<file path="config.mk">
export PLATFORM = sky130hd
export DESIGN_NAME = aes_encryptor_ip_buffer
export DESIGN_NICKNAME = d
export VERILOG_FILES = /design/src/rtl/aes_pkg.sv /design/src/rtl/aes_blk_fifo.sv /design/src/rtl/aes_encryptor_ip_buffer.sv
export SDC_FILE = /design/constraint.sdc
export NUM_CORES = 1
export LEC_CHECK = 0
export CORE_MARGIN = 2
export CORE_UTILIZATION = 45
export DETAILED_ROUTE_END_ITERATION = 16
export GPL_TIMING_DRIVEN = 1
export PLACE_DENSITY = 0.73
export SLEW_MARGIN = 20
export SYNTH_ARGS = -nofsm -noshare
export SYNTH_HDL_FRONTEND = slang
export SYNTH_SLANG_ARGS = --single-unit
</file>
<file path="constraint.sdc">
create_clock -name aes_clk -period 6.63 [get_ports aes_clk]
set_input_delay 0.9945 -clock aes_clk [delete_from_list [all_inputs] [get_ports aes_clk]]
set_output_delay 0.9945 -clock aes_clk [all_outputs]
set_load 0.02 [all_outputs]
</file>
<file path="src/rtl/aes_pkg.sv">
// ============================================================================
// Module      : aes_pkg
// Description : Shared AES types and constants for the plaintext input buffer.
// Revision    : 1.0 - initial release
// ============================================================================
`default_nettype none

package aes_pkg;

  localparam int AES_BLK_BYTES = 16;
  localparam int AES_NB        = 4;

  // AES state matrix, indexed [row][col], one byte per cell
  typedef logic [AES_NB-1:0][AES_NB-1:0][7:0] aes_state_t;

endpackage

`default_nettype wire

</file>
<file path="src/rtl/aes_blk_fifo.sv">
// ============================================================================
// Module      : aes_blk_fifo
// Description : FIFO of complete AES state blocks with occupancy level.
//               Push is dropped when full, pop is dropped when empty.
// Revision    : 1.0 - initial release
// ============================================================================
`default_nettype none

module aes_blk_fifo #(
  parameter int BUF_SIZE = 4,
  parameter int NO_ROWS  = 4,
  parameter int NO_COLS  = 4
) (
  input  logic                                  aes_clk,
  input  logic                                  resetn,
  input  logic                                  push,
  input  logic [NO_ROWS-1:0][NO_COLS-1:0][7:0]  push_blk,
  input  logic                                  pop,
  output logic [NO_ROWS-1:0][NO_COLS-1:0][7:0]  head_blk,
  output logic [$clog2(BUF_SIZE+1)-1:0]         level
);

  localparam int PTR_W = $clog2(BUF_SIZE);
  localparam int LVL_W = $clog2(BUF_SIZE+1);

  logic [NO_ROWS-1:0][NO_COLS-1:0][7:0] mem [BUF_SIZE];
  logic [PTR_W-1:0]                     wr_ptr;
  logic [PTR_W-1:0]                     rd_ptr;
  logic [LVL_W-1:0]                     count;
  logic                                 push_ok;
  logic                                 pop_ok;

  assign push_ok  = push && (count != LVL_W'(BUF_SIZE));
  assign pop_ok   = pop && (count != '0);
  assign head_blk = mem[rd_ptr];
  assign level    = count;

  // Block storage; cleared on reset so nothing stale is ever presented
  always_ff @(posedge aes_clk or negedge resetn) begin
    if (!resetn) begin
      for (int i = 0; i < BUF_SIZE; i++) begin
        mem[i] <= '0;
      end
    end else if (push_ok) begin
      mem[wr_ptr] <= push_blk;
    end
  end

  // Read/write pointers wrap naturally since BUF_SIZE is a power of two
  always_ff @(posedge aes_clk or negedge resetn) begin
    if (!resetn) begin
      wr_ptr <= '0;
      rd_ptr <= '0;
    end else begin
      if (push_ok) wr_ptr <= wr_ptr + 1'b1;
      if (pop_ok)  rd_ptr <= rd_ptr + 1'b1;
    end
  end

  // Occupancy: unchanged when push and pop coincide
  always_ff @(posedge aes_clk or negedge resetn) begin
    if (!resetn) begin
      count <= '0;
    end else begin
      case ({push_ok, pop_ok})
        2'b10:   count <= count + 1'b1;
        2'b01:   count <= count - 1'b1;
        default: count <= count;
      endcase
    end
  end

endmodule

`default_nettype wire

</file>
<file path="src/rtl/aes_encryptor_ip_buffer.sv">
// ============================================================================
// Module      : aes_encryptor_ip_buffer
// Description : Assembles a plaintext byte stream into column-major AES state
//               blocks and queues complete blocks for the AES core.
//               Optional macro AES_IP_BUF_PAD_EN: in_last on a partial block
//               zero-pads the remainder and pushes it.
// Revision    : 1.0 - initial release
// ============================================================================
`default_nettype none

module aes_encryptor_ip_buffer
  import aes_pkg::*;
#(
  parameter int BUF_SIZE = 4,
  parameter int NO_ROWS  = AES_NB,
  parameter int NO_COLS  = AES_NB
) (
  input  logic                                  aes_clk,
  input  logic                                  resetn,
  input  logic [7:0]                            in_byte,
  input  logic                                  in_byte_vld,
  output logic                                  in_byte_rdy,
  input  logic                                  in_last,
  output logic [NO_ROWS-1:0][NO_COLS-1:0][7:0]  plain_txt,
  output logic                                  plain_txt_vld,
  input  logic                                  plain_txt_rdy,
  output logic [$clog2(BUF_SIZE+1)-1:0]         buf_level
);

  localparam int BLK_BYTES = NO_ROWS * NO_COLS;
  localparam int CNT_W     = $clog2(BLK_BYTES);
  localparam int LVL_W     = $clog2(BUF_SIZE+1);
  localparam logic [CNT_W-1:0] LAST_POS = CNT_W'(BLK_BYTES - 1);

`ifdef AES_IP_BUF_PAD_EN
  typedef enum logic [1:0] {IDLE = 2'd0, FILL = 2'd1, PAD = 2'd2} fsm_t;
`else
  typedef enum logic [1:0] {IDLE = 2'd0, FILL = 2'd1} fsm_t;
`endif

  fsm_t                                 state;
  fsm_t                                 next_state;
  logic [CNT_W-1:0]                     byte_cnt;
  logic [NO_ROWS-1:0][NO_COLS-1:0][7:0] assembly;
  logic [NO_ROWS-1:0][NO_COLS-1:0][7:0] asm_next;
  logic                                 up;
  logic                                 accept;
  logic                                 wr_en;
  logic [7:0]                           wr_byte;
  logic                                 push;
  logic                                 full;
  logic                                 in_pad;

  assign full   = (buf_level == LVL_W'(BUF_SIZE));
  assign accept = in_byte_vld && in_byte_rdy;

`ifdef AES_IP_BUF_PAD_EN
  assign in_pad = (state == PAD);
`else
  logic unused_in_last;
  assign unused_in_last = in_last;
  assign in_pad         = 1'b0;
`endif

  // Stall only when the completing byte would find the FIFO full
  assign in_byte_rdy   = up && !in_pad && !((byte_cnt == LAST_POS) && full);
  assign plain_txt_vld = (buf_level != '0);

  // Ready enable rises on the first edge after reset release
  always_ff @(posedge aes_clk or negedge resetn) begin
    if (!resetn) up <= 1'b0;
    else         up <= 1'b1;
  end

  // FSM state register
  always_ff @(posedge aes_clk or negedge resetn) begin
    if (!resetn) state <= IDLE;
    else         state <= next_state;
  end

  // Next state, byte write and block push decisions
  always_comb begin
    next_state = state;
    wr_en      = 1'b0;
    wr_byte    = in_byte;
    push       = 1'b0;
    case (state)
      IDLE, FILL: begin
        if (accept) begin
          wr_en = 1'b1;
          if (byte_cnt == LAST_POS) begin
            push       = 1'b1;
            next_state = IDLE;
          end
`ifdef AES_IP_BUF_PAD_EN
          else if (in_last) begin
            next_state = PAD;
          end
`endif
          else begin
            next_state = FILL;
          end
        end
      end
`ifdef AES_IP_BUF_PAD_EN
      PAD: begin
        // Zero-fill one position per cycle; the final write waits for room
        if ((byte_cnt != LAST_POS) || !full) begin
          wr_en   = 1'b1;
          wr_byte = 8'h00;
          if (byte_cnt == LAST_POS) begin
            push       = 1'b1;
            next_state = IDLE;
          end
        end
      end
`endif
      default: next_state = IDLE;
    endcase
  end

  // Column-major placement: byte k lands in row k%NO_ROWS, column k/NO_ROWS
  always_comb begin
    asm_next = assembly;
    for (int c = 0; c < NO_COLS; c++) begin
      for (int r = 0; r < NO_ROWS; r++) begin
        if (CNT_W'(c * NO_ROWS + r) == byte_cnt) begin
          asm_next[r][c] = wr_byte;
        end
      end
    end
  end

  // Assembly register and byte counter, counter wraps after the last byte
  always_ff @(posedge aes_clk or negedge resetn) begin
    if (!resetn) begin
      assembly <= '0;
      byte_cnt <= '0;
    end else if (wr_en) begin
      assembly <= asm_next;
      byte_cnt <= byte_cnt + 1'b1;
    end
  end

  // The pushed block already includes the byte written on this edge
  aes_blk_fifo #(
    .BUF_SIZE (BUF_SIZE),
    .NO_ROWS  (NO_ROWS),
    .NO_COLS  (NO_COLS)
  ) u_blk_fifo (
    .aes_clk  (aes_clk),
    .resetn   (resetn),
    .push     (push),
    .push_blk (asm_next),
    .pop      (plain_txt_vld && plain_txt_rdy),
    .head_blk (plain_txt),
    .level    (buf_level)
  );

endmodule

`default_nettype wire

</file>
==> metrics.md <==
| Metric | Value |
|---|---|
| Status | `complete, no violations` |
| Setup bufs post-CTS | `0` |
| Initial core utilization | `0.453` |
| Clk Latency, worst-skew pair | `610 ps` |
| WL/cell | `23.5 um` |
| Layout cells sized above 1 | `0.517` |
| Yosys reg bits | `~650` |
| Die width | `258 um` |
| Yosys cell types | `31` |
| Fmax | `around 0.24 GHz` |
| Syn_area_per_cell | `between 15 and 20 um^2` |
| RSZ-0062 raised after global routing | `false` |
| Gpl congestion | `0.700` |
| Relative slew slack | `0.275` |
| Mux cell area share after synthesis | `0.398` |
| Critical path startpoint category | `register` |
| Final worst path period share | `0.633` |
| Core ar. | `0.0641 mm^2` |
| Final Max Slew Viols | `0` |
| Clock Tree Root | `clkbuf_16` |
| Initial antenna violation count | `2` |
| LEAKAGE | `15.8 nW` |
| Routed vias | `15514` |
| Fin nets | `1879` |
| First-pass GRT wire length | `between 100000 and 150000 um` |
| Max-cap viol count | `0` |
| Synth Warn # | `0` |
| Worst-margin pin slew | `1090 ps` |
| Maximum VDD drop | `0.250 mV` |
| Pwr dens | `364 mW/mm^2` |
| Post-route cell area | `between 0.03 and 0.04 mm^2` |
| Final setup fails | `0` |
| Worst path required time | `5640 ps` |
| Final Hold Viols | `0` |
| GRT overflow | `0` |
| Max H-tree Level | `3` |
| Crit-path max cell delay | `800 ps` |
| CTS Buffer Depth | `3` |
| Vias in the first global route | `approximately 17000` |
| Final routed DRC violation total | `0` |
| Resized cells post-CTS | `0` |
| Sum Neg Setup Slack | `0 ps` |
| Clock sink total | `652` |
| First DRT Iteration DRCs | `843` |
| Vias/cell | `~5.6` |
| Simple-gate share of the synthesized area | `0.00892` |
| Largest net degree at the start of global routing | `186` |
| Die Area | `between 0.06 and 0.07 mm^2` |
| CP Cell Sequence | `buf_12 > mux4_2 > clkdlybuf4s50_1` |
| Minimum clock period | `about 4200 ps` |
| Compound-Gate Fraction of Synth Area | `0.00116` |
| Detailed-placement wirelength estimate | `between 30000 and 40000 um` |
| Area grow syn2layout | `15.6%` |
| Worst-path clk slew | `about 60 ps` |
| Post-Syn Area | `0.0290 mm^2` |
| Post-synthesis sequential area ratio | `0.562` |
| Placed instance area | `0.0312 mm^2` |
| Final wirelength | `65000 um` |
| Critical Path AT | `3200 ps` |
| CP Capture Type | `output port` |
| Layout Skew | `30.4 ps` |
| TritonRoute pass-1 iters | `5` |
| GRT Util Overall | `0.199` |
| Ports | `146` |
| Slowest CP cell | `dfrtp_4` |
| Net Count, Synth | `1759` |
| Die Y-Extent | `258 um` |
| Site Rows | `between 90 and 100` |
| Hold crit path type | `in -> async` |
| Commonest non-fill, non-tap cell in the layout | `mux2_2` |
| Most frequent cells in the layout | `mux2_2 (708), dfrtp_1 (650), clkdlybuf4s50_1 (136)` |
| CTS tree | `built` |
| Maximum net fanout on the critical path | `60` |
| Cts hold-fix bufs | `0` |
| Port Buffers | `144` |
| ANT nets after route | `0` |
| Main combinational cell family by area after synthesis | `multiplexers` |
| Xor/xnor share of the synthesized area | `0.00271` |
| Cts bufs inserted | `71` |
| Class of the most critical setup path | `reg -> out` |
| Synth Area in Adders | `0.00457` |
| Syn Inst Count | `around 1700` |
## cell families (layout without fill, tap and decap cells)
kind of cell | count (synthesis) | count (layout)
flip-flops | 652 | 652
XOR/XNOR | 9 | 9
other | 1 | 2
AND/OR/NAND/NOR | 32 | 32
multiplexers | 899 | 899
adder cells (fa/ha/maj) | 10 | 10
buffers and inverters | 128 | 298
AO/OA/AOI/OAI | 5 | 5
## critical path, delay by kind of cell (launching register included)
kind,cells,cell delay [ps]
muxes,1,640
buffers and inverters,2,1060
DFF,1,800
## where the power goes
group          total, mW  switching, mW  internal [mW]
clock               3.95           1.55           2.39
combinational       3.19           1.62           1.57
sequential          5.08          0.436           4.65
## Yosys cell counts (all sizes together)
| cell type | count | share of area |
|---|---|---|
| mux2 | 770 | 0.30 |
| dfrtp | 652 | 0.56 |
| mux4 | 128 | 0.099 |
| buf | 97 | 0.019 |
| clkbuf | 22 | 0.0028 |
| ha | 9 | 0.0039 |
| inv | 9 | 0.0012 |
| nand3 | 9 | 0.0021 |
| and3b | 8 | 0.0024 |
| nor3b | 5 | 0.0024 |
| xor2 | 5 | 0.0015 |
| nor3 | 4 | 0.0010 |
| xnor2 | 4 | 0.0012 |
| a21oi | 2 | 0.00034 |
| nand2 | 2 | 0.00026 |
| a211oi | 1 | 0.00026 |
| a21boi | 1 | 0.00026 |
| and3 | 1 | 0.00022 |
| conb | 1 | 0.00013 |
| fa | 1 | 0.00069 |
| mux2i | 1 | 0.00034 |
| nor2 | 1 | 0.00013 |
| nor4 | 1 | 0.00022 |
| o31a | 1 | 0.00030 |
| or3 | 1 | 0.00022 |
## per-layer routing
layer,vias to the layer above,GRT usage,part of all wire
li1,6678,-,-
met1,8420,0.267,0.44
met2,308,0.335,0.49
met3,108,0.0376,0.043
met4,0,0.0517,0.023
met5,-,0,0
## area by class of cell
class | instances | area (um^2)
multi-input cells | 956 | 12100
fillers | 5090 | 30600
flip-flops and latches | 652 | 16300
clock inverters | 11 | 148
diodes | 1 | 2.50
inverters | 9 | 33.8
repair buffers | 166 | 1670
clock buffers | 112 | 2210
well taps | 855 | 1070
## metrics by stage
stage | worst slack, ps | power, mW | cells | utilization | hold WS, ps
finish | 2430 | 12.2 | 2762 | 0.523 | 474
global placement | 2820 | 8.21 | 2637 | 0.486 | 461
floorplan | 4060 | 7.33 | 1736 | - | 452
CTS | 2320 | 12.4 | 2760 | 0.523 | 484
detailed placement | 2810 | 8.38 | 2637 | 0.486 | 471
global route | 2250 | 12.8 | 2761 | 0.523 | 496
## state kept, by name, indices dropped and copies added, names as in the netlist
signal / cells
u_blk_fifo.rd_ptr: 2
u_blk_fifo.mem: 512
u_blk_fifo.level: 3
up: 1
byte_cnt: 4
u_blk_fifo.wr_ptr: 2
assembly: 128
## worst paths after layout
check / startpoint / end / slack (ps) / depth (start not counted)
setup / recovery: u_blk_fifo.rd_ptr[0]$_DFFE_PN0P_ / plain_txt[22] / 2430 / 3
hold / removal: resetn / u_blk_fifo.mem[269]$_DFFE_PN0P_ / 470 / 1
setup reg to reg: byte_cnt[2]$_DFFE_PN0P_ / u_blk_fifo.mem[14]$_DFFE_PN0P_ / 2840 / 5
hold reg to reg: assembly[126]$_DFFE_PN0P_ / assembly[126]$_DFFE_PN0P_ / 480 / 1
max in group asynchronous: resetn / u_blk_fifo.rd_ptr[1]$_DFFE_PN0P_ / 4560 / 2
min in group aes_clk: assembly[126]$_DFFE_PN0P_ / assembly[126]$_DFFE_PN0P_ / 480 / 1
Power figures use the tool's default switching activity.
